<file path="src/rtl/macc_array_ctrl_if.sv">
// Control-plane bundle between the MACC array sequencer and its buffers/PE array.
// Only handshakes and strobes live here; weight and input data buses bypass the controller.
interface macc_array_ctrl_if #(
  parameter int ROWS  = 4,
  parameter int CNT_W = 8
);
  logic             cmd_valid;
  logic             cmd_ready;
  logic             cmd_new_weights;
  logic [CNT_W-1:0] cmd_num_vectors;
  logic             wt_valid;
  logic             wt_ready;
  logic [ROWS-1:0]  preload_weight;
  logic             load_weight;
  logic             in_valid;
  logic             in_ready;
  logic             enable;
  logic             bubble;
  logic             busy;
  logic             done;

  // master: command/weight/input sources plus the array that consumes strobes
  modport master (
    output cmd_valid, cmd_new_weights, cmd_num_vectors, wt_valid, in_valid,
    input  cmd_ready, wt_ready, preload_weight, load_weight, in_ready,
           enable, bubble, busy, done
  );

  // slave: the sequencer itself
  modport slave (
    input  cmd_valid, cmd_new_weights, cmd_num_vectors, wt_valid, in_valid,
    output cmd_ready, wt_ready, preload_weight, load_weight, in_ready,
           enable, bubble, busy, done
  );
endinterface

</file>
<file path="src/rtl/macc_array_ctrl.sv">
// Weight-stationary systolic array sequencer: preload rows, swap, stream N vectors, drain, pulse done.
// Latency 1+(new_weights?ROWS+1:0)+N+DRAIN_CYCLES+1 cycles; wt/in stalls freeze the array, cmd held off while busy.
module macc_array_ctrl #(
  parameter int ROWS         = 4,
  parameter int COLS         = 4,
  parameter int CNT_W        = 8,
  parameter int DRAIN_CYCLES = ROWS + COLS + 1
) (
  input logic              clk,
  input logic              reset,
  macc_array_ctrl_if.slave bus
);

  localparam int ROW_W   = (ROWS > 1) ? $clog2(ROWS) : 1;
  localparam int DRAIN_W = (DRAIN_CYCLES > 1) ? $clog2(DRAIN_CYCLES) : 1;

  typedef enum logic [2:0] {
    S_IDLE    = 3'd0,
    S_PRELOAD = 3'd1,
    S_SWAP    = 3'd2,
    S_STREAM  = 3'd3,
    S_DRAIN   = 3'd4,
    S_DONE    = 3'd5
  } state_t;

  state_t             state;
  state_t             state_nxt;
  logic [ROW_W-1:0]   row_cnt;
  logic [CNT_W-1:0]   vec_cnt;
  logic [DRAIN_W-1:0] drain_cnt;
  logic [CNT_W-1:0]   num_vectors_q;

  logic cmd_hs;
  logic wt_hs;
  logic in_hs;
  logic last_row;
  logic last_vec;
  logic last_drain;

  // Handshakes decode from state, not from the ready outputs, so no ready sees its own valid.
  assign cmd_hs     = (state == S_IDLE)    && bus.cmd_valid;
  assign wt_hs      = (state == S_PRELOAD) && bus.wt_valid;
  assign in_hs      = (state == S_STREAM)  && bus.in_valid;
  assign last_row   = (row_cnt == ROW_W'(ROWS - 1));
  assign last_vec   = (vec_cnt == num_vectors_q - 1'b1);
  assign last_drain = (drain_cnt == DRAIN_W'(DRAIN_CYCLES - 1));

  always_ff @(posedge clk) begin
    if (reset) begin
      state <= S_IDLE;
    end else begin
      state <= state_nxt;
    end
  end

  always_comb begin
    state_nxt = state;
    case (state)
      S_IDLE: begin
        if (bus.cmd_valid) begin
          if (bus.cmd_new_weights) begin
            state_nxt = S_PRELOAD;
          end else if (bus.cmd_num_vectors != '0) begin
            state_nxt = S_STREAM;
          end else begin
            state_nxt = S_DONE;
          end
        end
      end
      S_PRELOAD: begin
        if (bus.wt_valid && last_row) begin
          state_nxt = S_SWAP;
        end
      end
      S_SWAP: begin
        state_nxt = (num_vectors_q != '0) ? S_STREAM : S_DONE;
      end
      S_STREAM: begin
        if (bus.in_valid && last_vec) begin
          state_nxt = S_DRAIN;
        end
      end
      S_DRAIN: begin
        if (last_drain) begin
          state_nxt = S_DONE;
        end
      end
      S_DONE: begin
        state_nxt = S_IDLE;
      end
      default: begin
        state_nxt = S_IDLE;
      end
    endcase
  end

  always_comb begin
    bus.cmd_ready      = 1'b0;
    bus.wt_ready       = 1'b0;
    bus.in_ready       = 1'b0;
    bus.preload_weight = '0;
    bus.load_weight    = 1'b0;
    bus.enable         = 1'b0;
    bus.bubble         = 1'b0;
    bus.done           = 1'b0;
    bus.busy           = (state != S_IDLE);
    case (state)
      S_IDLE: begin
        bus.cmd_ready = 1'b1;
      end
      S_PRELOAD: begin
        bus.wt_ready = 1'b1;
        // Zero-latency strobe: the row on the external bus this cycle lands in PE row row_cnt.
        for (int r = 0; r < ROWS; r++) begin
          bus.preload_weight[r] = bus.wt_valid && (row_cnt == ROW_W'(r));
        end
      end
      S_SWAP: begin
        bus.load_weight = 1'b1;
      end
      S_STREAM: begin
        bus.in_ready = 1'b1;
        bus.enable   = bus.in_valid;
      end
      S_DRAIN: begin
        bus.enable = 1'b1;
        bus.bubble = 1'b1;
      end
      S_DONE: begin
        bus.done = 1'b1;
      end
      default: begin
        bus.busy = 1'b1;
      end
    endcase
  end

  // Counters wrap to zero on their last step, so every command starts from a clean slate.
  always_ff @(posedge clk) begin
    if (reset) begin
      row_cnt       <= '0;
      vec_cnt       <= '0;
      drain_cnt     <= '0;
      num_vectors_q <= '0;
    end else begin
      if (cmd_hs) begin
        num_vectors_q <= bus.cmd_num_vectors;
        row_cnt       <= '0;
        vec_cnt       <= '0;
        drain_cnt     <= '0;
      end
      if (wt_hs) begin
        row_cnt <= last_row ? '0 : row_cnt + 1'b1;
      end
      if (in_hs) begin
        vec_cnt <= last_vec ? '0 : vec_cnt + 1'b1;
      end
      if (state == S_DRAIN) begin
        drain_cnt <= last_drain ? '0 : drain_cnt + 1'b1;
      end
    end
  end

endmodule
</file>
<file path="src/flat_wrapper.sv">
// flat-port wrapper written by rule: the top's interface ports become plain ports
module macc_array_ctrl_flat 
#(
  parameter int ROWS         = 4,
  parameter int COLS         = 4,
  parameter int CNT_W        = 8,
  parameter int DRAIN_CYCLES = ROWS + COLS + 1
)
  (clk, reset, bus_cmd_valid, bus_cmd_new_weights, bus_cmd_num_vectors, bus_wt_valid, bus_in_valid, bus_cmd_ready, bus_wt_ready, bus_preload_weight, bus_load_weight, bus_in_ready, bus_enable, bus_bubble, bus_busy, bus_done);
  macc_array_ctrl_if #(.ROWS(ROWS), .CNT_W(CNT_W)) bus_i ();
  input logic clk;
  input logic reset;
  input wire logic [$bits(bus_i.cmd_valid)-1:0] bus_cmd_valid;
  input wire logic [$bits(bus_i.cmd_new_weights)-1:0] bus_cmd_new_weights;
  input wire logic [$bits(bus_i.cmd_num_vectors)-1:0] bus_cmd_num_vectors;
  input wire logic [$bits(bus_i.wt_valid)-1:0] bus_wt_valid;
  input wire logic [$bits(bus_i.in_valid)-1:0] bus_in_valid;
  output wire logic [$bits(bus_i.cmd_ready)-1:0] bus_cmd_ready;
  output wire logic [$bits(bus_i.wt_ready)-1:0] bus_wt_ready;
  output wire logic [$bits(bus_i.preload_weight)-1:0] bus_preload_weight;
  output wire logic [$bits(bus_i.load_weight)-1:0] bus_load_weight;
  output wire logic [$bits(bus_i.in_ready)-1:0] bus_in_ready;
  output wire logic [$bits(bus_i.enable)-1:0] bus_enable;
  output wire logic [$bits(bus_i.bubble)-1:0] bus_bubble;
  output wire logic [$bits(bus_i.busy)-1:0] bus_busy;
  output wire logic [$bits(bus_i.done)-1:0] bus_done;
  assign bus_i.cmd_valid = bus_cmd_valid;
  assign bus_i.cmd_new_weights = bus_cmd_new_weights;
  assign bus_i.cmd_num_vectors = bus_cmd_num_vectors;
  assign bus_i.wt_valid = bus_wt_valid;
  assign bus_i.in_valid = bus_in_valid;
  assign bus_cmd_ready = bus_i.cmd_ready;
  assign bus_wt_ready = bus_i.wt_ready;
  assign bus_preload_weight = bus_i.preload_weight;
  assign bus_load_weight = bus_i.load_weight;
  assign bus_in_ready = bus_i.in_ready;
  assign bus_enable = bus_i.enable;
  assign bus_bubble = bus_i.bubble;
  assign bus_busy = bus_i.busy;
  assign bus_done = bus_i.done;
  macc_array_ctrl #(.ROWS(ROWS), .COLS(COLS), .CNT_W(CNT_W), .DRAIN_CYCLES(DRAIN_CYCLES)) u_core (.clk(clk), .reset(reset), .bus(bus_i));
endmodule
</file>
<file path="config.mk">
export PLATFORM = sky130hd
export DESIGN_NAME = macc_array_ctrl_flat
export DESIGN_NICKNAME = d
export VERILOG_FILES = /design/src/rtl/macc_array_ctrl_if.sv /design/src/rtl/macc_array_ctrl.sv /design/src/flat_wrapper.sv
export SDC_FILE = /design/constraint.sdc
export NUM_CORES = 1
export LEC_CHECK = 0
export ABC_CLOCK_PERIOD_IN_PS = 2350
export BUFFER_PORTS_ARGS = -buffer_cell sky130_fd_sc_hd__buf_2
export CAP_MARGIN = 30
export CORE_ASPECT_RATIO = 2
export CORE_MARGIN = 2
export CORE_UTILIZATION = 40
export CTS_BUF_LIST = sky130_fd_sc_hd__clkbuf_8
export CTS_CLUSTER_DIAMETER = 100
export CTS_CLUSTER_SIZE = 25
export DETAILED_ROUTE_END_ITERATION = 10
export PLACE_DENSITY = 0.61
export REMOVE_ABC_BUFFERS = 1
export SYNTH_ARGS = -nofsm -noshare
export SYNTH_HDL_FRONTEND = slang
export SYNTH_SLANG_ARGS = --single-unit
</file>
<file path="constraint.sdc">
create_clock -name clk -period 2.35 [get_ports clk]
set_clock_uncertainty 0.1 [all_clocks]
set_input_delay 0.235 -clock clk [delete_from_list [all_inputs] [get_ports clk]]
set_output_delay 0.235 -clock clk [all_outputs]
set_load 0.1 [all_outputs]
</file>
### Word level (Yosys, flattened, before mapping)

Index checks and enable logic that the tools add are counted.

* output and inout port bits: 12
* input port bits: 14
* logic and storage cells: 67
* bits in registers: 25

* equal/unequal tests: 14
* $add $sub $neg: 4
* reductions and logical operators: 18
* mux-type cells: 26

Operator list (count)
* $mux 8: 3
* $mux 3: 7
* $mux 4: 4
* $reduce_bool 8->1: 2
* $pmux 3 s5: 1
* $add 8x1->8 const B: 1
* $eq 8x8->1: 1
* $logic_and 1x1->1: 8
* $sub 8x1->8 const B: 1
* $mux 1: 7
* $eq 3x2->1 const B: 2
* $eq 3x3->1 const B: 2
* $mux 2: 3
* $ne 2x2->1 const B: 3
* $reduce_bool 2->1: 3
* $reduce_or 6->1: 1
* $add 4x1->4 const B: 1
* $eq 2x2->1 const B: 2
* $eq 4x4->1 const B: 1
* $reduce_and 4->1: 1
* $eq 3x1->1 const B: 1
* $logic_not 3->1: 1
* $reduce_bool 3->1: 1
* $add 2x1->2 const B: 1
* other kinds (4): 4

### Logic depth before layout (Yosys ltp)

* depth after elaboration: 5
* mapped depth: 10
* depth with buffers taken out: 8

### Least setup slack after synthesis

OpenSTA, ideal clock, no wires.

* path kind: register to output
* start: register u_core.state[0]
* end: output port bus_preload_weight[0]
* cell stages (with the launch flop): 4
* buffers on the path: 1
* data required time: 2015 ps
* setup slack: -784 ps
* data arrival time: 2799 ps
* path through: dfxtp_1 -> buf_2 -> nor3b_2 -> and3_1

* longest elaborated chain between the ends: 2

RTL lines
* from (decl): line macc_array_ctrl.sv:26 `state_t state;`
* from (signal assigned): line macc_array_ctrl.sv:52 `state <= state_nxt;`
* $eq 3x1->1: line macc_array_ctrl.sv:107 `case (state)`
* $mux 4: line macc_array_ctrl.sv:107
* to (decl): line flat_wrapper.sv:20 `output wire logic [$bits(bus_i.preload_weight)-1:0] bus_preload_weight;`

No other way between the ends.

### Worst setup path after layout

* start: register u_core.state[1]
* end: output port bus_enable

* longest elaborated chain between the ends: 2
* elaborated cells between the ends (all ways): 3
* classes of those cells: eq/ne (2); mux (1)

RTL lines
* $eq 3x3->1 / $eq 3x2->1 (equally long branches): line macc_array_ctrl.sv:107
* $pmux 1 s2 (*): line macc_array_ctrl.sv:107
* to (decl): line flat_wrapper.sv:23 `output wire logic [$bits(bus_i.enable)-1:0] bus_enable;`

Every way passes the cells marked *; elsewhere a longest branch is shown, timed or not.

==> reports/results.txt <==
fin crit share: 92.32%
Max Buffers Root-to-Sink: 2
DRC violations left: 0
CTS tree: done
Final Critical Period: 2.170 ns
final instance area: 1829 um^2
ANT cells: 0
Cell Area, Synth: 1648 um^2
storage element area: 500.5 um^2
synth unique cells: 48
worst skew pair latency: 0.26 ns
Routed Antenna Nets: 0
crit path max fanout: 10
Syn Area/Cell: 7.961 um^2
Crit Path Class: register to output port
leak pwr: 0.7670 nW
Critical Path End Type: output port
pwr dens: 1121 nW/um^2
# rows: 33
Critical Path RT: 2.02 ns
total gr overflow: 0
f_max: 460.9 MHz
commonest non-fill, non-tap cells in the layout: 31 x nand2_1, 25 x dfxtp_1, 24 x buf_2
Max VDD drop: 0.001119 V
internal power: 0.9241 mW
Flop pwr share: 29.1%
cts hold-fix bufs: 0
hold_sp: bus_cmd_num_vectors[7]
Slew HR: 62.44%
vias in the first global route: 1437
antenna violations before repair: 0
CTS Buf Count: 3
maxcap violations: 0
Die Ht: 94.77 um
Clock power frac: 12.1%
asr flop ratio synth: 0%
main flop type after synthesis: dfxtp_1
Worst Hold Class: input pin to register
Post-Synthesis Cells: 207
RSZ-0062 raised after global routing: no
Iteration-0 DRC Markers: 22
worst slew pin tran: 0.5582 ns
worst reg2reg path depth: 9
area of the multi-input gates: 1031 um^2
R2R Path End: u_core.state[1]
Switch Pwr: 1.127 mW
Fin Hold WS: 0.1109 ns
vias after detailed routing: 1471
core box area: 4046 um^2
total iterations of the first detailed-routing run: 4
Seq/Total Area, Yosys: 30.37%
status: finished clean
Combinational Power Share: 58.8%
gr usage total: 17.62%
commonest non-fill, non-tap cell in the layout: nand2_1
wirelength, routed: 3730 um
Switching Share: 54.94%
Worst setup SP type: register
Area growth syn-to-layout: 11.01%
vias per inst: 5.310
dpl hpwl: 3021 um
layout cells sized above 1: 18.22%
Final Hold Fails: 0
register bit total from synthesis: 25
largest net degree at the start of global routing: 20
overall power: 2.051 mW
total die area: 4680 um^2
Routed WL per cell: 13.47 um
hold path endpoint: u_core.num_vectors_q[7]
Port Buffer Count: 25
NumNets Final: 249
CTS Root Cell: clkbuf_8
Worst-path clk slew: 0.08 ns
Post-synth EDFFs: 0
io pins: 26
Area after DPL: 1772 um^2
Worst Path Arrival: 1.83 ns
Worst Hold Path Cells: 3
fin. max-slew vios: 0
total negative slack: 0 ns
die width: 49.39 um
CTS H-tree depth: 1
setup bufs post-CTS: 0
GPL Wtd Cong: 0.7821
# resized after CTS: 0
# setup viols final: 0
utilization after layout: 45.21%
Synth warnings: 0
Reg2Reg Setup Slack: 0.23 ns
Initial Utilization: 40.72%
first-pass GRT wire length: 6437 um
number of fill cells: 452
CTS sink cnt: 25
r2r startpoint: u_core.num_vectors_q[1]
power by group through the flow:
stage,combinational [mW],clock [mW],sequential [mW]
floorplan,0.988,0,0.577
global placement,1.20,0,0.600
detailed placement,1.20,0,0.600
CTS,1.20,0.257,0.591
global route,1.30,0.271,0.614
finish,1.21,0.247,0.597
worst max-delay path by stage:
stage	start	to	slack [ns]	cells past startpoint
final	u_core.state[1]	bus_enable	0.18	4
after global routing	u_core.num_vectors_q[1]	u_core.state[1]	0.01	9
after CTS	u_core.num_vectors_q[1]	u_core.vec_cnt[7]	0.11	9
after detailed placement	u_core.num_vectors_q[1]	u_core.vec_cnt[7]	0.12	9
after global placement	u_core.num_vectors_q[1]	u_core.vec_cnt[7]	0.16	9
after floorplan	u_core.state[0]	bus_preload_weight[0]	-0.78	2
sequential cells by signal, indices dropped and copies added, names as in the netlist:
name                  count
u_core.num_vectors_q      8
u_core.vec_cnt            8
u_core.drain_cnt          4
u_core.state              3
u_core.row_cnt            2
kinds of logic (layout without fill, tap and decap cells):
kind of cell	Yosys count	count (layout)	synth area share, %
adder cells (fa/ha/maj)	9	9	6.834
flip-flops	25	25	30.37
buffers and inverters	24	42	7.669
XOR/XNOR	16	16	8.504
AND/OR/NAND/NOR	94	94	31.21
AO/OA/AOI/OAI	39	39	15.41
layout make-up:
class	instances	area share, %
Inverter	10	2.052
Timing Repair Buffer	28	8.208
Clock inverter	1	0.2052
Clock buffer	3	2.257
Multi-Input combinational cell	158	56.36
Sequential cell	25	27.36
Tap cell	52	3.557
through the flow:
stage               instances  setup slack (ns)
finish                    277            0.1804
global route              277           0.01005
CTS                       277            0.1051
detailed placement        273            0.1194
global placement          273            0.1607
floorplan                 193           -0.7839
Yosys cell counts, types with 2 or more instances:
cell type,n,share of area (%)
xnor2_1,6,3.2
o21ai_0,5,1.5
nor3_1,13,3.9
nor4_1,4,1.5
xor2_1,10,5.3
o41ai_1,2,1.1
and2_1,2,0.76
a22oi_1,2,0.91
nand2_1,31,7.1
nand4b_1,2,1.1
dfxtp_1,25,30
and3b_1,4,2.1
nand3b_1,2,0.91
nand4_1,5,1.9
clkbuf_1,5,1.1
ha_1,9,6.8
a21oi_1,17,5.2
buf_6,2,1.4
and3_1,5,1.9
inv_1,10,2.3
buf_2,2,0.61
nand3_1,5,1.5
buf_4,5,2.3
nor2_1,10,2.3
critical path, stage by stage (launching register included):
cell and delay, ns:
dfxtp_1 0.56, and3b_1 0.34, nand2_1 0.23, nand2_1 0.12
clkbuf_4 0.33
routing by layer:
layer  wire [um]  up-vias  global-route usage (%)
met5           0        -                       0
met4          76        0                   8.796
met3          61        6                   1.741
met2        2213       17                   35.36
met1        1379      686                   17.20
li1            -      762                       -
Note: power is estimated with default switching activity, not from simulation.
